--- config.mk ---
export PLATFORM = sky130hd
export DESIGN_NAME = dbg_dump_ctrl
export DESIGN_NICKNAME = d
export VERILOG_FILES = /design/src/rtl/dbg_pkg.sv /design/src/rtl/dbg_word_ser.sv /design/src/rtl/dbg_dump_ctrl.sv
export SDC_FILE = /design/constraint.sdc
export NUM_CORES = 1
export LEC_CHECK = 0
export CAP_MARGIN = 20
export CORE_MARGIN = 3
export CORE_UTILIZATION = 25
export CTS_CLUSTER_DIAMETER = 150
export DETAILED_ROUTE_END_ITERATION = 10
export PLACE_DENSITY = 0.42
export SETUP_SLACK_MARGIN = 0.02
export SYNTH_ARGS = -nofsm -noshare
export SYNTH_HDL_FRONTEND = slang
export SYNTH_SLANG_ARGS = --single-unit
--- constraint.sdc ---
create_clock -name clk -period 3.1 [get_ports clk]
set_input_delay 0.62 -clock clk [delete_from_list [all_inputs] [get_ports clk]]
set_output_delay 0.62 -clock clk [all_outputs]
set_load 0.02 [all_outputs]
--- src/rtl/dbg_pkg.sv ---
// Shared definitions for the debug dump controller.
//   dump_state_t   : controller FSM state encoding
//   REGION_*       : debug region select codes carried on chk_addr[19:16]
//   WORD_BYTES     : bytes streamed per captured 32-bit debug word
//   LAST_BYTE_IDX  : byte index of the final byte of a word
//   addr_region()  : extracts the region select field from a debug address
package dbg_pkg;

   typedef enum logic [1:0] {
      IDLE   = 2'd0,
      SETTLE = 2'd1,
      SEND   = 2'd2,
      DONE   = 2'd3
   } dump_state_t;

   localparam logic [3:0] REGION_CPU      = 4'd0;
   localparam logic [3:0] REGION_RF       = 4'd1;
   localparam logic [3:0] REGION_IMEM     = 4'd2;
   localparam logic [3:0] REGION_IRQ_IMEM = 4'd3;
   localparam logic [3:0] REGION_DMEM     = 4'd4;
   localparam logic [3:0] REGION_STACK    = 4'd5;

   localparam int         WORD_BYTES    = 4;
   localparam logic [1:0] LAST_BYTE_IDX = 2'(WORD_BYTES - 1);

   function automatic logic [3:0] addr_region(input logic [31:0] addr);
      return addr[19:16];
   endfunction

endpackage

--- src/rtl/dbg_word_ser.sv ---
// Loads one 32-bit word and presents it as four bytes on a valid/ready channel.
//   clk, rst  : clock, synchronous active-high reset
//   load      : capture word and start presenting its first byte
//   word      : 32-bit word to serialize
//   stop      : on the current handshake, end the word early (abort)
//   tx_ready  : downstream accepts tx_data
//   tx_data   : current byte (MSB_FIRST selects [31:24] or [7:0] first)
//   tx_valid  : tx_data valid; only drops after a handshake
//   hs        : handshake this cycle
//   last_hs   : handshake of the final byte of the word
module dbg_word_ser
   import dbg_pkg::*;
#(
   parameter bit MSB_FIRST = 1'b1
) (
   input  logic        clk,
   input  logic        rst,
   input  logic        load,
   input  logic [31:0] word,
   input  logic        stop,
   input  logic        tx_ready,
   output logic [7:0]  tx_data,
   output logic        tx_valid,
   output logic        hs,
   output logic        last_hs
);

   logic [31:0] shreg;
   logic [1:0]  byte_idx;
   logic        valid_q;

   assign tx_valid = valid_q;
   assign tx_data  = MSB_FIRST ? shreg[31:24] : shreg[7:0];
   assign hs       = valid_q & tx_ready;
   assign last_hs  = hs & (byte_idx == LAST_BYTE_IDX);

   always_ff @(posedge clk) begin
      if (rst) begin
         shreg    <= 32'h0;
         byte_idx <= 2'd0;
         valid_q  <= 1'b0;
      end else if (load) begin
         shreg    <= word;
         byte_idx <= 2'd0;
         valid_q  <= 1'b1;
      end else if (hs) begin
         // Shift the next byte into the output position.
         shreg    <= MSB_FIRST ? {shreg[23:0], 8'h00} : {8'h00, shreg[31:8]};
         byte_idx <= byte_idx + 2'd1;
         if (last_hs || stop) begin
            valid_q <= 1'b0;
         end
      end
   end

endmodule

--- src/rtl/dbg_dump_ctrl.sv ---
// Debug-bus dump master: steps chk_addr through a word range, waits for the
// debug mux to settle, captures chk_data and streams each word as 4 bytes.
//   clk, rst           : clock, synchronous active-high reset
//   cmd_valid/ready    : dump command handshake (ready only in IDLE)
//   cmd_addr/cmd_count : first debug address, number of words
//   abort              : stop current dump (current byte still completes)
//   chk_addr/chk_data  : debug mux address out, data in
//   tx_data/valid/ready: byte stream toward UART TX
//   busy               : dump in progress (state != IDLE)
//   done/done_aborted  : one-cycle end-of-dump pulse and its abort qualifier
module dbg_dump_ctrl
   import dbg_pkg::*;
#(
   parameter int COUNT_W       = 16,
   parameter int SETTLE_CYCLES = 1,
   parameter bit MSB_FIRST     = 1'b1
) (
   input  logic               clk,
   input  logic               rst,
   input  logic               cmd_valid,
   output logic               cmd_ready,
   input  logic [31:0]        cmd_addr,
   input  logic [COUNT_W-1:0] cmd_count,
   input  logic               abort,
   output logic [31:0]        chk_addr,
   input  logic [31:0]        chk_data,
   output logic [7:0]         tx_data,
   output logic               tx_valid,
   input  logic               tx_ready,
   output logic               busy,
   output logic               done,
   output logic               done_aborted
);

   localparam logic [3:0] SETTLE_INIT = 4'(SETTLE_CYCLES);

   dump_state_t        state, state_nxt;
   logic [3:0]         settle_cnt;
   logic [COUNT_W-1:0] rem;
   logic               abort_pend;
   logic               end_aborted;
   logic               ser_load;
   logic               ser_stop;
   logic               ser_hs;
   logic               ser_last;
   logic               last_word;

   assign last_word = (rem == COUNT_W'(1));
   // Capture happens on the final settle edge unless that same cycle aborts.
   assign ser_load  = (state == SETTLE) && !abort && (settle_cnt == 4'd1);
   assign ser_stop  = abort | abort_pend;

   dbg_word_ser #(
      .MSB_FIRST (MSB_FIRST)
   ) u_ser (
      .clk      (clk),
      .rst      (rst),
      .load     (ser_load),
      .word     (chk_data),
      .stop     (ser_stop),
      .tx_ready (tx_ready),
      .tx_data  (tx_data),
      .tx_valid (tx_valid),
      .hs       (ser_hs),
      .last_hs  (ser_last)
   );

   always_ff @(posedge clk) begin
      if (rst) begin
         state <= IDLE;
      end else begin
         state <= state_nxt;
      end
   end

   always_comb begin
      state_nxt = state;
      unique case (state)
         IDLE: begin
            if (cmd_valid) begin
               state_nxt = (cmd_count == '0) ? DONE : SETTLE;
            end
         end
         SETTLE: begin
            if (abort) begin
               state_nxt = DONE;
            end else if (settle_cnt == 4'd1) begin
               state_nxt = SEND;
            end
         end
         SEND: begin
            // An abort (pending or arriving now) ends the dump on the next
            // handshake, which also covers abort on the word's final byte.
            if (ser_hs && ser_stop) begin
               state_nxt = DONE;
            end else if (ser_last) begin
               state_nxt = last_word ? DONE : SETTLE;
            end
         end
         DONE:    state_nxt = IDLE;
         default: state_nxt = IDLE;
      endcase
   end

   always_comb begin
      cmd_ready    = (state == IDLE);
      busy         = (state != IDLE);
      done         = (state == DONE);
      done_aborted = (state == DONE) && end_aborted;
   end

   always_ff @(posedge clk) begin
      if (rst) begin
         chk_addr    <= 32'h0;
         rem         <= '0;
         settle_cnt  <= 4'd0;
         abort_pend  <= 1'b0;
         end_aborted <= 1'b0;
      end else begin
         unique case (state)
            IDLE: begin
               abort_pend  <= 1'b0;
               end_aborted <= 1'b0;
               if (cmd_valid && (cmd_count != '0)) begin
                  chk_addr   <= cmd_addr;
                  rem        <= cmd_count;
                  settle_cnt <= SETTLE_INIT;
               end
            end
            SETTLE: begin
               settle_cnt <= settle_cnt - 4'd1;
               if (abort) begin
                  end_aborted <= 1'b1;
               end
            end
            SEND: begin
               if (abort) begin
                  abort_pend <= 1'b1;
               end
               if (ser_last) begin
                  rem <= rem - COUNT_W'(1);
               end
               if (ser_hs && ser_stop) begin
                  end_aborted <= 1'b1;
               end else if (ser_last && !last_word) begin
                  // Modular increment: 0xFFFFFFFF wraps to 0.
                  chk_addr   <= chk_addr + 32'd1;
                  settle_cnt <= SETTLE_INIT;
               end
            end
            default: begin
            end
         endcase
      end
   end

endmodule

; After elaboration in Yosys (flattened, before gate mapping)
; Cells that the tools add are included.
[totals]
inputBits = 85
reg_bits = 91
[op_classes]
add_sub_neg = 4
n_reduce_logical = 25
n_eq_ne = 16
n_mux = 28
bitwise_logic = 3
[ops]
columns = operator, count
row1 = 2-to-1 mux 32 bit, 5
row2 = one-hot mux 32 bit (2 select lines), 1
row3 = "adder 32 x 1 -> 32 bit, second input constant", 1
row4 = 2-to-1 mux 16 bit, 2
row5 = one-hot mux 16 bit (2 select lines), 1
row6 = "== test 16 x 1 -> 1 bit, second input constant", 1
row7 = logical NOT 16 bit, 1
row8 = nonzero test 16 bit, 1
row9 = "subtractor 16 x 1 -> 16 bit, second input constant", 1
row10 = 2-to-1 mux 2 bit, 7
row11 = "!= test 2 bit, second input constant", 7
row12 = 2-to-1 mux 4 bit, 3
row13 = one-hot mux 4 bit (3 select lines), 1
row14 = AND reduction 3 bit, 3
row15 = one-hot mux 2 bit (4 select lines), 1
row16 = AND reduction 4 bit, 2
row17 = nonzero test 2 bit, 4
row18 = "== test 2 bit, second input constant", 3
row19 = logical AND 1 bit, 6
row20 = 2-to-1 mux 1 bit, 5
row21 = "== test 4 x 1 -> 1 bit, second input constant", 1
row22 = AND reduction 2 bit, 2
row23 = "subtractor 4 x 1 -> 4 bit, second input constant", 1
row24 = "!= test 3 x 2 -> 1 bit, second input constant", 1
row25 = other kinds (13), 15

; Logic depth before layout (Yosys ltp)
[logic_depth]
word_depth = 6
ltp_mapped = 10

; Hierarchy
; A second synthesis with hierarchy kept.
[hier_totals]
hier_cells = 703
area_unflattened_um2 = 5620.4
[modules_own_cells]
columns = module, cells_per_inst, area_each_um2, seq_area_each_um2, instances
row1 = dbg_dump_ctrl, 511, 3867.5, 1121.1, 1
row2 = dbg_word_ser, 192, 1752.9, 700.7, 1

; Worst setup path after synthesis
; No wires, ideal clock.
[synth_timing]
path_type = register to register
startpoint = register state[0]
endpoint = register chk_addr[27]
setup_ns = 0.074
stages_incl_launch_ff = 10
path_buffers = 1
t_arrival_ns = 2.289
setup_slack_ns = 0.737
cell_sequence = dfxtp_1 inv_1 ha_1 nor4b_1 nand4_1 o21ai_2 or3_4 buf_6 or4_1 a31oi_1
[synth_between]
elab_chain_len = 3
[synth_lines]
columns = element, line_no
row1 = from (decl), dbg_dump_ctrl.sv:37  ; dump_state_t state, state_nxt;
row2 = from (signal assigned), dbg_dump_ctrl.sv:72  ; state <= state_nxt;
row3 = logical NOT 2 bit *, --
row4 = via cmd_ready, dbg_dump_ctrl.sv:21  ; output logic cmd_ready,
row5 = != test 2 x 1 -> 1 bit (no line) / nonzero test 2 bit (equally long branches), --
row6 = AND reduction 4 bit (no line), --
row7 = to (signal assigned), dbg_dump_ctrl.sv:125  ; chk_addr <= cmd_addr;
row8 = to (signal assigned), dbg_dump_ctrl.sv:147  ; chk_addr <= chk_addr + 32'd1;
row9 = to (decl), dbg_dump_ctrl.sv:25  ; output logic [31:0] chk_addr,
; The timed path passes the listed nets; every way through them passes the cells marked *.
; A chain may end at the register's enable or synchronous reset.

; Worst setup path after layout
[layout_timing]
startpoint = register state[0]
endpoint = register chk_addr[0]
[layout_between]
elab_chain_len = 3
[layout_lines]
columns = element, line_no
row1 = == test 2 bit / logical NOT 2 bit (equally long branches), dbg_dump_ctrl.sv:120  ; unique case (state)
row2 = "!= test 2 bit (no line), or another cell as far along", --
row3 = AND reduction 4 bit (no line), --
; Parallel ways exist; a longest one is shown, timed or not.

==> metrics.cfg <==
[yosys]
synth_top_family_by_area=simple AND/OR/NAND/NOR gates
synth.distinct_cells=60
async_reset_ff_frac=0
avgSynthCellArea_sq_um=7.52
syn_area_sq_mm=0.00517
synth_mux_area_frac=0.0182
synth_area_leader_cell=dfxtp_1
synth_xor_area_frac=0.00169
post-synth-top-area-fraction=0.353
synthTopCellsByArea=dfxtp_1, nand2_1, a21oi_1
yosysSeqAreaShare=0.353
synth_fa_ha_area_frac=0.0266
syn_inst=687
ys_ff_latch=91
synth_edf_count=0
dominantRegCellSynth=dfxtp_1
yosys.area_share.simple=0.292
synth_compound_area_frac=0.249
syn_nets=783
yosysWarnings=0

[power_and_ir_drop]
leakagePower_nw=2.37
peakVddDrop_v=0.000439
powerDensity_mw_per_mm2=896

[clocking]
numCtsBuffers=9
clock_latency_ns=0.35
clk_pin_slew_ns=0.08
clk_path_buf_depth=2
post_cts_buffers=0
clockRootBuffer=clkbuf_16
clock_sinks=91
cts_tree=yes
htree_levels=3

[setup_path]
worst_ep_required_time_ns=3.37
criticalPathCategory=register to register
cp.arrival_ns=3.05
start_kind=register
cp_max_fo=23
endpoint_kind=register

[placement]
dp_slack_ns=-0.0151
detailedPlacementHpwl_um=12800
placed_cell_area_sq_mm=0.00673
gp_congestion=0.824
port_buffers=129

[timing]
worstMarginPinSlew_ns=0.994
setup_viol=0
finalSetupTns_ns=0
fin_crit_sh=0.896
max_freq_ghz=0.360
slew_violations=0
post-route-min-period_ns=2.78
rsz0062_at_grt=no
hold_violations=0
setup_slack_ns=0.322
fin_skew_ns=0.0101
maxSlewHeadroom=0.335

[route]
detail_route.vias_per_cell=5.17
drt-total-wl_um=18400
drt_first_pass_iters=4
drcViolationCount=0
antenna_left=0
wire_per_inst_um=17.3
vias=5496
first_iter_violations=295

[global_routing]
grt_max_degree=69
first_global_vias=5482
antenna_found_initial=0
grtUsageTotal=0.158
grt_overflow=0
grt_pass1_wl_um=28800

[job]
maxCapViolCount=0

[die]
ioPinCount=130
die_h_um=150
core_area_sq_mm=0.0199
fp-row-count=51
start_util=0.260
dieWidth_um=150
dieArea_sq_mm=0.0224

[finish]
drive_above_1_share=0.0701
area_growth_pct=36.3
n_antenna_cell=0
finalInstanceArea_sq_mm=0.00704
nets=890

[worst_hold_path]
hold_path_class=register to register

[run_status]
status=finished, final reports clean

-- synth_stat cells, drive strengths merged (2+ instances only) --
library cell / count
inv: 14
a22oi: 8
and3: 5
dfxtp: 91
mux2i: 6
or2: 3
nand2: 91
nor4b: 5
nor2: 56
nand2b: 2
a31oi: 8
a21oi: 62
or4: 5
o211ai: 3
o31ai: 2
or3: 5
nand3: 53
nor4: 10
a32oi: 4
a311oi: 26
and2: 7
o21ai: 56
nand4: 11
nand4b: 3
o32ai: 3
buf: 18
o22ai: 5
ha: 11
o31a: 4
nor3: 24
and4: 5
o2bb2ai: 3
o21a: 4
clkbuf: 38
nor2b: 12
mux2: 3
nor3b: 2
a211oi: 10
-- worst paths after layout --
check	slack (ns)	start	endpoint	cells past startpoint
worst max-delay path	0.32	state[0]$_SDFFE_PP0P_	chk_addr[0]$_SDFFE_PP0P_	9
worst min-delay path	0.48	u_ser.shreg[1]$_SDFFE_PP0P_	u_ser.shreg[1]$_SDFFE_PP0P_	2
worst min register to register	0.48	u_ser.shreg[1]$_SDFFE_PP0P_	u_ser.shreg[1]$_SDFFE_PP0P_	2
worst max register to register	0.32	state[0]$_SDFFE_PP0P_	chk_addr[0]$_SDFFE_PP0P_	9
-- per-stage QoR --
stage | cells | hold slack (ns) | total power [mW] | util
2_1_floorplan | 687 | 0.448 | 3.90 | -
3_3_place_gp | 1048 | 0.465 | 5.16 | 0.338
3_5_place_dp | 1048 | 0.466 | 5.18 | 0.338
4_1_cts | 1064 | 0.479 | 6.35 | 0.354
5_1_grt | 1064 | 0.499 | 6.76 | 0.354
6_report | 1064 | 0.475 | 6.31 | 0.354
-- critical path: stages, from the launching register on --
cell,delay (ns)
dfxtp_1,0.42
inv_1,0.09
ha_1,0.32
nor4b_1,0.19
nand4_1,0.18
o21ai_2,0.12
nor3_4,0.81
buf_6,0.25
a21oi_1,0.07
a311oi_1,0.23
-- timing repair --
action                                  4_1_cts  5_1_grt
hold buffers                                  0        0
gates resized for setup                       0        1
endpoints found under the setup margin        0        1
-- state kept, by name, indices dropped and copies added, names as in the netlist --
signal	flops
rem	16
chk_addr	32
u_ser.shreg	32
state	2
settle_cnt	4
abort_pend	1
u_ser.tx_valid	1
end_aborted	1
u_ser.byte_idx	2
-- logic make-up after synthesis --
group           count (synthesis)
buf+inv                        70
simple gates                  302
fa+ha+maj                      11
mux                             9
flops                          91
compound gates                203
xor+xnor                        1
-- placed cells by master (no fill, tap or decap), types with 9 or more instances in the layout --
cell type and instances:
clkdlybuf4s50_1 128, dfxtp_1 91, nand2_1 90, a21oi_1 62, nor2_1 56, o21ai_0 55
nand3_1 52, a311oi_1 26, nor3_1 22, buf_4 20, inv_1 14, nor2b_1 12
nand4_1 10, nor4_1 10, a211oi_1 10, ha_1 10, clkbuf_16 9
-- report_power, final --
part	switching [mW]	internal, mW	leakage, nW
clock network	0.561	0.576	0.150
registers	0.441	1.52	0.744
logic	1.90	1.32	1.47
-- area by class of cell --
type / count / area [sq um]
Fill cell: 2124 / 12900
Multi-Input combinational cell: 526 / 3040
Sequential cell: 91 / 1820
Timing Repair Buffer: 152 / 1490
Tap cell: 265 / 332
Clock buffer: 9 / 225
Clock inverter: 7 / 81.3
Inverter: 14 / 52.6
-- routing by layer --
layer,vias up,GRT usage,part of all wire
li1,2736,-,-
met2,125,0.257,0.46
met5,-,0,0
met1,2615,0.218,0.49
met4,0,0.0517,0.017
met3,20,0.0212,0.038
(Power assumes the default switching activity.)
